`config.mk`:
```
export PLATFORM = sky130hd
export DESIGN_NAME = dorodon_rom_loader_flat
export DESIGN_NICKNAME = d
export VERILOG_FILES = /design/src/rtl/dorodon_rom_loader_if.sv /design/src/rtl/dorodon_rom_loader.sv /design/src/flat_wrapper.sv
export SDC_FILE = /design/constraint.sdc
export NUM_CORES = 1
export LEC_CHECK = 0
export ABC_AREA = 1
export BUFFER_PORTS_ARGS = -buffer_cell sky130_fd_sc_hd__buf_2
export CAP_MARGIN = 20
export CORE_ASPECT_RATIO = 0.8
export CORE_MARGIN = 2
export CORE_UTILIZATION = 40
export CTS_BUF_LIST = sky130_fd_sc_hd__clkbuf_8
export CTS_CLUSTER_DIAMETER = 50
export DETAILED_ROUTE_END_ITERATION = 10
export GPL_TIMING_DRIVEN = 0
export PLACE_DENSITY_LB_ADDON = 0.15
export SLEW_MARGIN = 20
export SYNTH_ARGS = -nofsm -noshare
export SYNTH_HDL_FRONTEND = slang
export SYNTH_SLANG_ARGS = --single-unit
```
`constraint.sdc`:
```
create_clock -name clk_sys -period 5.5 [get_ports clk_sys]
set_input_delay 0.825 -clock clk_sys [delete_from_list [all_inputs] [get_ports clk_sys]]
set_output_delay 0.825 -clock clk_sys [all_outputs]
set_load 0.01 [all_outputs]
```
`src/rtl/dorodon_rom_loader_if.sv`:
```
// HPS download stream into the loader, and the loader's ROM write port and status back out.
interface dorodon_rom_loader_if;
  logic        ioctl_download;
  logic        ioctl_wr;
  logic [24:0] ioctl_addr;
  logic [7:0]  ioctl_dout;

  logic        cpu_we;
  logic        gfx_we;
  logic        spr_we;
  logic        prom_we;
  logic [15:0] wr_addr;
  logic [7:0]  wr_data;
  logic        core_reset;
  logic        rom_valid;
  logic        rom_error;
  logic [16:0] byte_count;

  modport master (
    output ioctl_download, ioctl_wr, ioctl_addr, ioctl_dout,
    input  cpu_we, gfx_we, spr_we, prom_we, wr_addr, wr_data,
    input  core_reset, rom_valid, rom_error, byte_count
  );

  modport slave (
    input  ioctl_download, ioctl_wr, ioctl_addr, ioctl_dout,
    output cpu_we, gfx_we, spr_we, prom_we, wr_addr, wr_data,
    output core_reset, rom_valid, rom_error, byte_count
  );
endinterface

```
`src/rtl/dorodon_rom_loader.sv`:
```
// Splits the HPS ROM stream into CPU/tile/sprite/PROM writes, validates it,
// and holds the game core in reset until a complete image has settled.
module dorodon_rom_loader #(
  parameter int CPU_SIZE    = 32768,
  parameter int GFX_SIZE    = 8192,
  parameter int SPR_SIZE    = 8192,
  parameter int PROM_SIZE   = 256,
  parameter int HOLD_CYCLES = 1024
) (
  input  logic                 clk_sys,
  input  logic                 reset,
  dorodon_rom_loader_if.slave  bus
);
  localparam logic [24:0] GFX_BASE  = 25'(CPU_SIZE);
  localparam logic [24:0] SPR_BASE  = 25'(CPU_SIZE + GFX_SIZE);
  localparam logic [24:0] PROM_BASE = 25'(CPU_SIZE + GFX_SIZE + SPR_SIZE);
  localparam logic [24:0] TOTAL     = 25'(CPU_SIZE + GFX_SIZE + SPR_SIZE + PROM_SIZE);
  localparam logic [16:0] TOTAL_CNT = 17'(CPU_SIZE + GFX_SIZE + SPR_SIZE + PROM_SIZE);
  localparam logic [16:0] CNT_MAX   = '1;
  localparam int          HW        = (HOLD_CYCLES > 1) ? $clog2(HOLD_CYCLES) : 1;
  localparam logic [HW-1:0] HOLD_LAST = HW'(HOLD_CYCLES - 1);

  typedef enum logic [2:0] {S_IDLE, S_LOAD, S_CHECK, S_HOLD, S_RUN, S_ERROR} state_t;

  typedef struct packed {
    logic [3:0]  we;    // {prom, spr, gfx, cpu}
    logic [15:0] addr;
    logic [7:0]  data;
  } wr_req_t;

  state_t         state_q, state_d;
  wr_req_t        req_d, req_q;
  logic [16:0]    cnt_q;
  logic           err_q;
  logic [HW-1:0]  hold_q;
  logic           core_reset_q, rom_valid_q, rom_error_q;
  logic           core_reset_d, rom_valid_d, rom_error_d;
  logic           take, in_seq, in_range, accept, load_entry;

  assign take       = (state_q == S_LOAD) && bus.ioctl_wr;
  assign in_seq     = (bus.ioctl_addr == {8'd0, cnt_q});
  assign in_range   = (bus.ioctl_addr < TOTAL);
  assign accept     = take && in_seq && in_range;
  assign load_entry = (state_q != S_LOAD) && (state_d == S_LOAD);

  // region decode on the raw stream address; gated off unless the byte is accepted
  always_comb begin
    req_d      = '0;
    req_d.data = bus.ioctl_dout;
    if (bus.ioctl_addr < GFX_BASE) begin
      req_d.we   = 4'b0001;
      req_d.addr = 16'(bus.ioctl_addr);
    end else if (bus.ioctl_addr < SPR_BASE) begin
      req_d.we   = 4'b0010;
      req_d.addr = 16'(bus.ioctl_addr - GFX_BASE);
    end else if (bus.ioctl_addr < PROM_BASE) begin
      req_d.we   = 4'b0100;
      req_d.addr = 16'(bus.ioctl_addr - SPR_BASE);
    end else begin
      req_d.we   = 4'b1000;
      req_d.addr = 16'(bus.ioctl_addr - PROM_BASE);
    end
    if (!accept) req_d.we = '0;
  end

  always_ff @(posedge clk_sys) begin
    if (reset) begin
      req_q <= '0;
    end else begin
      req_q.we <= req_d.we;
      if (accept) begin
        req_q.addr <= req_d.addr;
        req_q.data <= req_d.data;
      end
    end
  end

  // a byte landing on the same edge download drops is still counted before CHECK looks
  always_ff @(posedge clk_sys) begin
    if (reset) begin
      cnt_q <= '0;
      err_q <= 1'b0;
    end else if (load_entry) begin
      cnt_q <= '0;
      err_q <= 1'b0;
    end else if (take) begin
      if (in_seq && in_range) begin
        if (cnt_q != CNT_MAX) cnt_q <= cnt_q + 17'd1;
      end else begin
        err_q <= 1'b1;
      end
    end
  end

  always_ff @(posedge clk_sys) begin
    if (reset || state_q != S_HOLD) hold_q <= '0;
    else                            hold_q <= hold_q + 1'b1;
  end

  always_ff @(posedge clk_sys) begin
    if (reset) begin
      state_q      <= S_IDLE;
      core_reset_q <= 1'b1;
      rom_valid_q  <= 1'b0;
      rom_error_q  <= 1'b0;
    end else begin
      state_q      <= state_d;
      core_reset_q <= core_reset_d;
      rom_valid_q  <= rom_valid_d;
      rom_error_q  <= rom_error_d;
    end
  end

  // status is registered from the next state so a reload from RUN drops
  // rom_valid and raises core_reset on the very next edge
  always_comb begin
    state_d = state_q;
    case (state_q)
      S_IDLE:  if (bus.ioctl_download)  state_d = S_LOAD;
      S_LOAD:  if (!bus.ioctl_download) state_d = S_CHECK;
      S_CHECK: state_d = (cnt_q == TOTAL_CNT && !err_q) ? S_HOLD : S_ERROR;
      S_HOLD:  if (hold_q == HOLD_LAST) state_d = S_RUN;
      S_RUN:   if (bus.ioctl_download)  state_d = S_LOAD;
      S_ERROR: if (bus.ioctl_download)  state_d = S_LOAD;
      default: state_d = S_IDLE;
    endcase
    core_reset_d = (state_d != S_RUN);
    rom_valid_d  = (state_d == S_RUN);
    rom_error_d  = (state_d == S_ERROR);
  end

  assign bus.cpu_we     = req_q.we[0];
  assign bus.gfx_we     = req_q.we[1];
  assign bus.spr_we     = req_q.we[2];
  assign bus.prom_we    = req_q.we[3];
  assign bus.wr_addr    = req_q.addr;
  assign bus.wr_data    = req_q.data;
  assign bus.core_reset = core_reset_q;
  assign bus.rom_valid  = rom_valid_q;
  assign bus.rom_error  = rom_error_q;
  assign bus.byte_count = cnt_q;
endmodule

```
`src/flat_wrapper.sv`:
```
// flat-port wrapper written by rule: the top's interface ports become plain ports
module dorodon_rom_loader_flat 
#(
  parameter int CPU_SIZE    = 32768,
  parameter int GFX_SIZE    = 8192,
  parameter int SPR_SIZE    = 8192,
  parameter int PROM_SIZE   = 256,
  parameter int HOLD_CYCLES = 1024
)
  (clk_sys, reset, bus_ioctl_download, bus_ioctl_wr, bus_ioctl_addr, bus_ioctl_dout, bus_cpu_we, bus_gfx_we, bus_spr_we, bus_prom_we, bus_wr_addr, bus_wr_data, bus_core_reset, bus_rom_valid, bus_rom_error, bus_byte_count);
  dorodon_rom_loader_if bus_i ();
  input  logic clk_sys;
  input  logic reset;
  input wire logic [$bits(bus_i.ioctl_download)-1:0] bus_ioctl_download;
  input wire logic [$bits(bus_i.ioctl_wr)-1:0] bus_ioctl_wr;
  input wire logic [$bits(bus_i.ioctl_addr)-1:0] bus_ioctl_addr;
  input wire logic [$bits(bus_i.ioctl_dout)-1:0] bus_ioctl_dout;
  output wire logic [$bits(bus_i.cpu_we)-1:0] bus_cpu_we;
  output wire logic [$bits(bus_i.gfx_we)-1:0] bus_gfx_we;
  output wire logic [$bits(bus_i.spr_we)-1:0] bus_spr_we;
  output wire logic [$bits(bus_i.prom_we)-1:0] bus_prom_we;
  output wire logic [$bits(bus_i.wr_addr)-1:0] bus_wr_addr;
  output wire logic [$bits(bus_i.wr_data)-1:0] bus_wr_data;
  output wire logic [$bits(bus_i.core_reset)-1:0] bus_core_reset;
  output wire logic [$bits(bus_i.rom_valid)-1:0] bus_rom_valid;
  output wire logic [$bits(bus_i.rom_error)-1:0] bus_rom_error;
  output wire logic [$bits(bus_i.byte_count)-1:0] bus_byte_count;
  assign bus_i.ioctl_download = bus_ioctl_download;
  assign bus_i.ioctl_wr = bus_ioctl_wr;
  assign bus_i.ioctl_addr = bus_ioctl_addr;
  assign bus_i.ioctl_dout = bus_ioctl_dout;
  assign bus_cpu_we = bus_i.cpu_we;
  assign bus_gfx_we = bus_i.gfx_we;
  assign bus_spr_we = bus_i.spr_we;
  assign bus_prom_we = bus_i.prom_we;
  assign bus_wr_addr = bus_i.wr_addr;
  assign bus_wr_data = bus_i.wr_data;
  assign bus_core_reset = bus_i.core_reset;
  assign bus_rom_valid = bus_i.rom_valid;
  assign bus_rom_error = bus_i.rom_error;
  assign bus_byte_count = bus_i.byte_count;
  dorodon_rom_loader #(.CPU_SIZE(CPU_SIZE), .GFX_SIZE(GFX_SIZE), .SPR_SIZE(SPR_SIZE), .PROM_SIZE(PROM_SIZE), .HOLD_CYCLES(HOLD_CYCLES)) u_core (.clk_sys(clk_sys), .reset(reset), .bus(bus_i));
endmodule
```
## Word level (Yosys, flattened, before mapping)

Index checks and enable logic that the tools add are counted.

- Bits in registers: 62
- Latch bits: 0
- Memory bits (writable): 0
- Memory bits (read-only): 0
- Bits of input ports: 37
- Output and inout port bits: 48
- Logic and storage cells: 62
- Memories: 0

- $add $sub $neg: 5
- $mul: 0
- Divide/modulo/power cells: 0
- Order comparisons: 4
- Equal/unequal tests: 15
- Shift-type cells: 0
- Multiplexer cells: 8
- Bitwise logic cells: 2
- Reduce and logical (&&, ||, !) cells: 16

Operators with widths:

| operator | number |
|---|---|
| 25-bit by 16-bit less-than comparator with 1-bit output, second input constant | 4 |
| 16-bit subtractor, second input constant | 3 |
| 25-bit by 17-bit == test with 1-bit output | 1 |
| 20-bit 2-to-1 mux | 1 |
| 18-bit 2-to-1 mux | 1 |
| 17-bit by 1-bit adder with 17-bit output, second input constant | 1 |
| 17-bit by 16-bit == test with 1-bit output, second input constant | 1 |
| 17-bit 2-to-1 mux | 1 |
| 17-bit != test, second input constant | 1 |
| 3-bit == test, second input constant | 4 |
| 3-bit 2-to-1 mux | 4 |
| 3-bit case mux with 4 select lines | 1 |
| 10-bit by 1-bit adder with 10-bit output, second input constant | 1 |
| 10-bit == test, second input constant | 1 |
| 3-bit by 1-bit == test with 1-bit output, second input constant | 2 |
| 3-bit by 2-bit == test with 1-bit output, second input constant | 2 |
| 1-bit logical AND | 6 |
| 3-bit OR reduction | 2 |
| 2-bit OR reduction | 2 |
| 4-bit OR reduction | 1 |
| 3-bit zero test | 1 |
| 3-bit by 1-bit != test with 1-bit output, second input constant | 1 |
| 3-bit by 2-bit != test with 1-bit output, second input constant | 1 |
| 3-bit != test, second input constant | 1 |
| other kinds (5) | 6 |

## Longest topological paths before layout

- Word-level depth: 7
- Depth in mapped cells: 14
- Mapped depth without buffers: 13

## Least setup slack after synthesis

Ideal clock, no wire load.

- Kind: register to register
- From: register u_core.cnt_q[0] (netlist: u_core.bus.byte_count[0])
- To: register u_core.cnt_q[6] (netlist: u_core.bus.byte_count[6])
- Library setup time: 71 ps
- Data arrival time: 2059 ps
- Data required time: 5429 ps
- Path slack: 3370 ps
- Stages on the path, launching flop included: 14
- Buffers on the path: 1
- Period minus slack after synthesis: 2130 ps
- Path through: dfxtp_1 ha_1 nand2_1 inv_1 nand2_1 nor2_1 nand3_1 nor2_1 ha_1 clkinv_1 nand3_4 buf_6 nand2_1 a21oi_1

- Word-level cells in the longest chain between the ends: 7
- Elaborated cells between the ends (all ways): 12
- Those cells by class: add/sub: 1; eq/ne: 4; mux: 2; reduce/logical: 5

RTL lines:

| item | line | text |
|---|---|---|
| start, declared | dorodon_rom_loader.sv:33 | `logic [16:0] cnt_q;` |
| start signal, assigned | dorodon_rom_loader.sv:88 | `if (cnt_q != CNT_MAX) cnt_q <= cnt_q + 17'd1;` |
| 17-bit by 16-bit == test with 1-bit output | dorodon_rom_loader.sv:121 | `S_CHECK: state_d = (cnt_q == TOTAL_CNT && !err_q) ? S_HOLD : S_ERROR;` |
| 1-bit logical AND | dorodon_rom_loader.sv:121 |  |
| 3-bit 2-to-1 mux | dorodon_rom_loader.sv:121 |  |
| 3-bit case mux with 4 select lines | dorodon_rom_loader.sv:118 | `case (state_q)` |
| 3-bit by 1-bit == test with 1-bit output | dorodon_rom_loader.sv:44 | `assign load_entry = (state_q != S_LOAD) && (state_d == S_LOAD);` |
| 1-bit logical AND | dorodon_rom_loader.sv:44 |  |
| 2-bit OR reduction (no line) | - |  |

Several ways; a longest one is shown, not always the timed one.
A chain may end at the register's enable or synchronous reset.

## Worst setup path in the final report

- From: register u_core.cnt_q[0] (netlist: u_core.bus.byte_count[0])
- To: register u_core.cnt_q[7] (netlist: u_core.bus.byte_count[7])

The elaborated chain is that of the path after synthesis.

==> impl_metrics.tcl <==
set metrics [dict create \
    outcome "finished, final reports clean" \
    maxCapViolCount 0 \
    cts_root_buffer "clkbuf_8" \
    fin_util_pct 50.7 \
    cts_tree "done" \
    fillCellCount 816 \
    crit_slowest_cell "dfxtp_1" \
    dieHeight_um 83.6 \
    clk_latency_ns 0.33 \
    cp-startpoint "u_core.bus.byte_count[0]" \
    rsz0062_at_grt "false" \
    irDropWorstVdd_mv 0.106 \
    drtPass1Iterations 5 \
    core-area_sq_mm 0.00780 \
    initial_utilization_pct 40.6 \
    reg2reg_from "u_core.bus.byte_count[0]" \
    dp_hpwl_um 6150 \
    max_freq_ghz 0.387 \
    hp-start "u_core.bus.wr_addr[15]" \
    end_kind "register" \
    die_area_sq_mm 0.00866 \
    routabilityCongestion 0.889 \
    track_usage_pct 19.1 \
    critPathTopFamily "simple AND/OR/NAND/NOR gates" \
    report.final.slew_viol_count 0 \
    grt_overflow 0 \
    totalPowerFinal_uw 968 \
    leakagePower_nw 1.83 \
    tightest_slew_ns 0.525 \
    crit_type "reg2reg" \
    powerDensity_mw_per_mm2 245 \
    finalCritPeriodShare_pct 47.0 \
    cp_max_fo 10 \
    synth_area_sq_mm 0.00317 \
    io_pins 85 \
    finalSetupTns_ns 0 \
    min_path_type "reg2reg" \
    wirelength_um 8130 \
    ys.flop_type "dfxtp_1" \
    vias 3208 \
    antenna_found_initial 0 \
    holdBufCountCts 0 \
    antenna_cells 0 \
    fp.dieW_um 104 \
    async_flop_share_pct 0 \
    critPathBufInv 3 \
    drtAntennaViolNets 0 \
    yosysSeqAreaShare_pct 39.2 \
    dp_cells 664 \
    cp.required_ns 5.76 \
    wl_per_cell_um 12.0 \
    slew_headroom_pct 65.0 \
    drive_gt1_share_pct 22.6 \
    ys_types 28 \
    synthCells 472 \
    yosysWarnings 0 \
    nNetsFinal 611 \
    htreeDepth 3 \
    path_cells "ha_1, nand2_1, inv_1, nand2_1, nor2_1, nand3_1, nor2_1, ha_1, clkinv_1, nand3_4, buf_6, nand2_1, a21oi_1" \
    post-cts-setup-buffers 0 \
    cts-buffers-inserted 9 \
    clock_sinks 62 \
    dr.first_iter.drc_count 129 \
    grt_pass1_wl_um 13500 \
    final_cells 680 \
    viasPerCell 4.72 \
    path_clk_slew_ns 0.07 \
    finalCriticalPeriod_ns 2.58 \
    grt_max_degree 11 \
    max_stage_delay_ns 0.46 \
    hold_viol_final 0 \
    cp.arrival_ns 2.84 \
    grt_pass1_vias 2842 \
    start_kind "register" \
    rows 29 \
    setup_viol 0 \
    syn2layout_area_growth_pct 24.9 \
    avgSynthCellArea_sq_um 6.71 \
    synth-seq-cells 62 \
    detail_route.drc_violations 0 \
    cp_common_cell "nand2_1" \
    post_cts_resized 0 \
    synth_edf_count 0 \
    fin_skew_ns 0.00598 \
    numPortBuffers 84 \
    cts_buffer_depth 2 \
    syn_nets 516 \
]
[cells in the mapped netlist (4+ instances only)]
cell type / number / share of area (%)
inv_2: 15 / 1.8
buf_2: 5 / 0.79
nand4_1: 24 / 4.7
inv_1: 42 / 5.0
nor3_1: 10 / 1.6
nand3_1: 16 / 2.5
clkbuf_1: 4 / 0.47
nand2_1: 105 / 12
o21ai_0: 13 / 2.1
nor2_1: 94 / 11
dfxtp_1: 62 / 39
xor2_1: 14 / 3.9
a21oi_1: 25 / 3.9
o21ai_1: 17 / 2.7
buf_6: 4 / 1.4
ha_1: 7 / 2.8
[cells by family after synthesis]
family	count (synthesis)	share of synthesized area, %
AOI/OAI and AO/OA	57	9.12
xor gates and xnor gates	15	4.15
adders and majority gates	7	2.76
buffers and inverters	74	10.3
DFF	62	39.2
and+or+nand+nor	257	34.5
[state kept, by name, summed over array words and instances (netlist names)]
| register | flops |
|---|---|
| u_core.bus.rom_valid | 1 |
| u_core.bus.spr_we | 1 |
| u_core.bus.gfx_we | 1 |
| u_core.bus.wr_data | 8 |
| u_core.bus.cpu_we | 1 |
| u_core.bus.prom_we | 1 |
| u_core.bus.wr_addr | 16 |
| u_core.err_q | 1 |
| u_core.state_q | 3 |
| u_core.bus.byte_count | 17 |
| u_core.bus.core_reset | 1 |
| u_core.bus.rom_error | 1 |
| u_core.hold_q | 10 |
[report_power, final]
part	internal (mW)	leakage, nW	switching, mW	total (mW)
combinational	0.0209	1.21	0.0334	0.0543
sequential	0.450	0.500	0.00104	0.451
clock	0.290	0.124	0.173	0.463
total	0.761	1.83	0.207	0.968
[through the flow]
stage	worst slack, ns	cell area [sq um]	hold slack [ns]
6_report	2.92	3960	0.441
5_1_grt	2.60	3960	0.455
4_1_cts	2.92	3960	0.447
3_5_place_dp	2.93	3720	0.435
3_3_place_gp	3.00	3720	0.430
2_1_floorplan	3.37	3170	0.418
[final timing paths]
check / cells past startpoint / slack, ns / end
hold / removal: 2 / 0.44 / u_core.bus.wr_addr[15]
hold reg to reg: 2 / 0.44 / u_core.bus.wr_addr[15]
setup / recovery: 13 / 2.92 / u_core.bus.byte_count[7]
setup reg to reg: 13 / 2.92 / u_core.bus.byte_count[7]
[metal layers]
layer | GRT usage, % | share of wire (%) | vias up
met1 | 27.3 | 51 | 1402
li1 | - | - | 1697
met3 | 6.01 | 6.8 | 8
met5 | 0 | 0 | -
met2 | 27.2 | 41 | 101
met4 | 6.51 | 0.98 | 0
[worst register-to-register path, cell delays in order (launching register included)]
cell	delay, ns
dfxtp_1	0.46
ha_1	0.23
nand2_1	0.08
inv_1	0.06
nand2_1	0.09
nor2_1	0.29
nand3_1	0.16
nor2_1	0.12
ha_1	0.15
clkinv_1	0.27
nand3_4	0.23
buf_6	0.16
nand2_1	0.06
a21oi_1	0.15
[layout by cell type, fill, tap and decap left out, drive strengths merged]
master	n
bufinv	2
nand3	17
or2	1
o21a	1
nor3	10
nand4	24
ha	7
buf	94
o21ai	30
a21oi	25
xnor2	1
dfxtp	62
clkbuf	16
o22ai	1
nand3b	2
nor3b	2
xor2	14
nor2	95
inv	58
clkinv	4
nand2	106
[cell type report]
type | instances | area, sq um | area share [%]
Buffer | 14 | 100 | 2.53
Clock buffer | 12 | 165 | 4.17
Clock inverter | 4 | 68.8 | 1.74
Inverter | 60 | 226 | 5.72
Multi-Input combinational cell | 336 | 1600 | 40.5
Sequential cell | 62 | 1240 | 31.4
Tap cell | 108 | 135 | 3.41
Timing Repair Buffer | 84 | 420 | 10.6
Note: power is estimated with default switching activity, not from simulation.
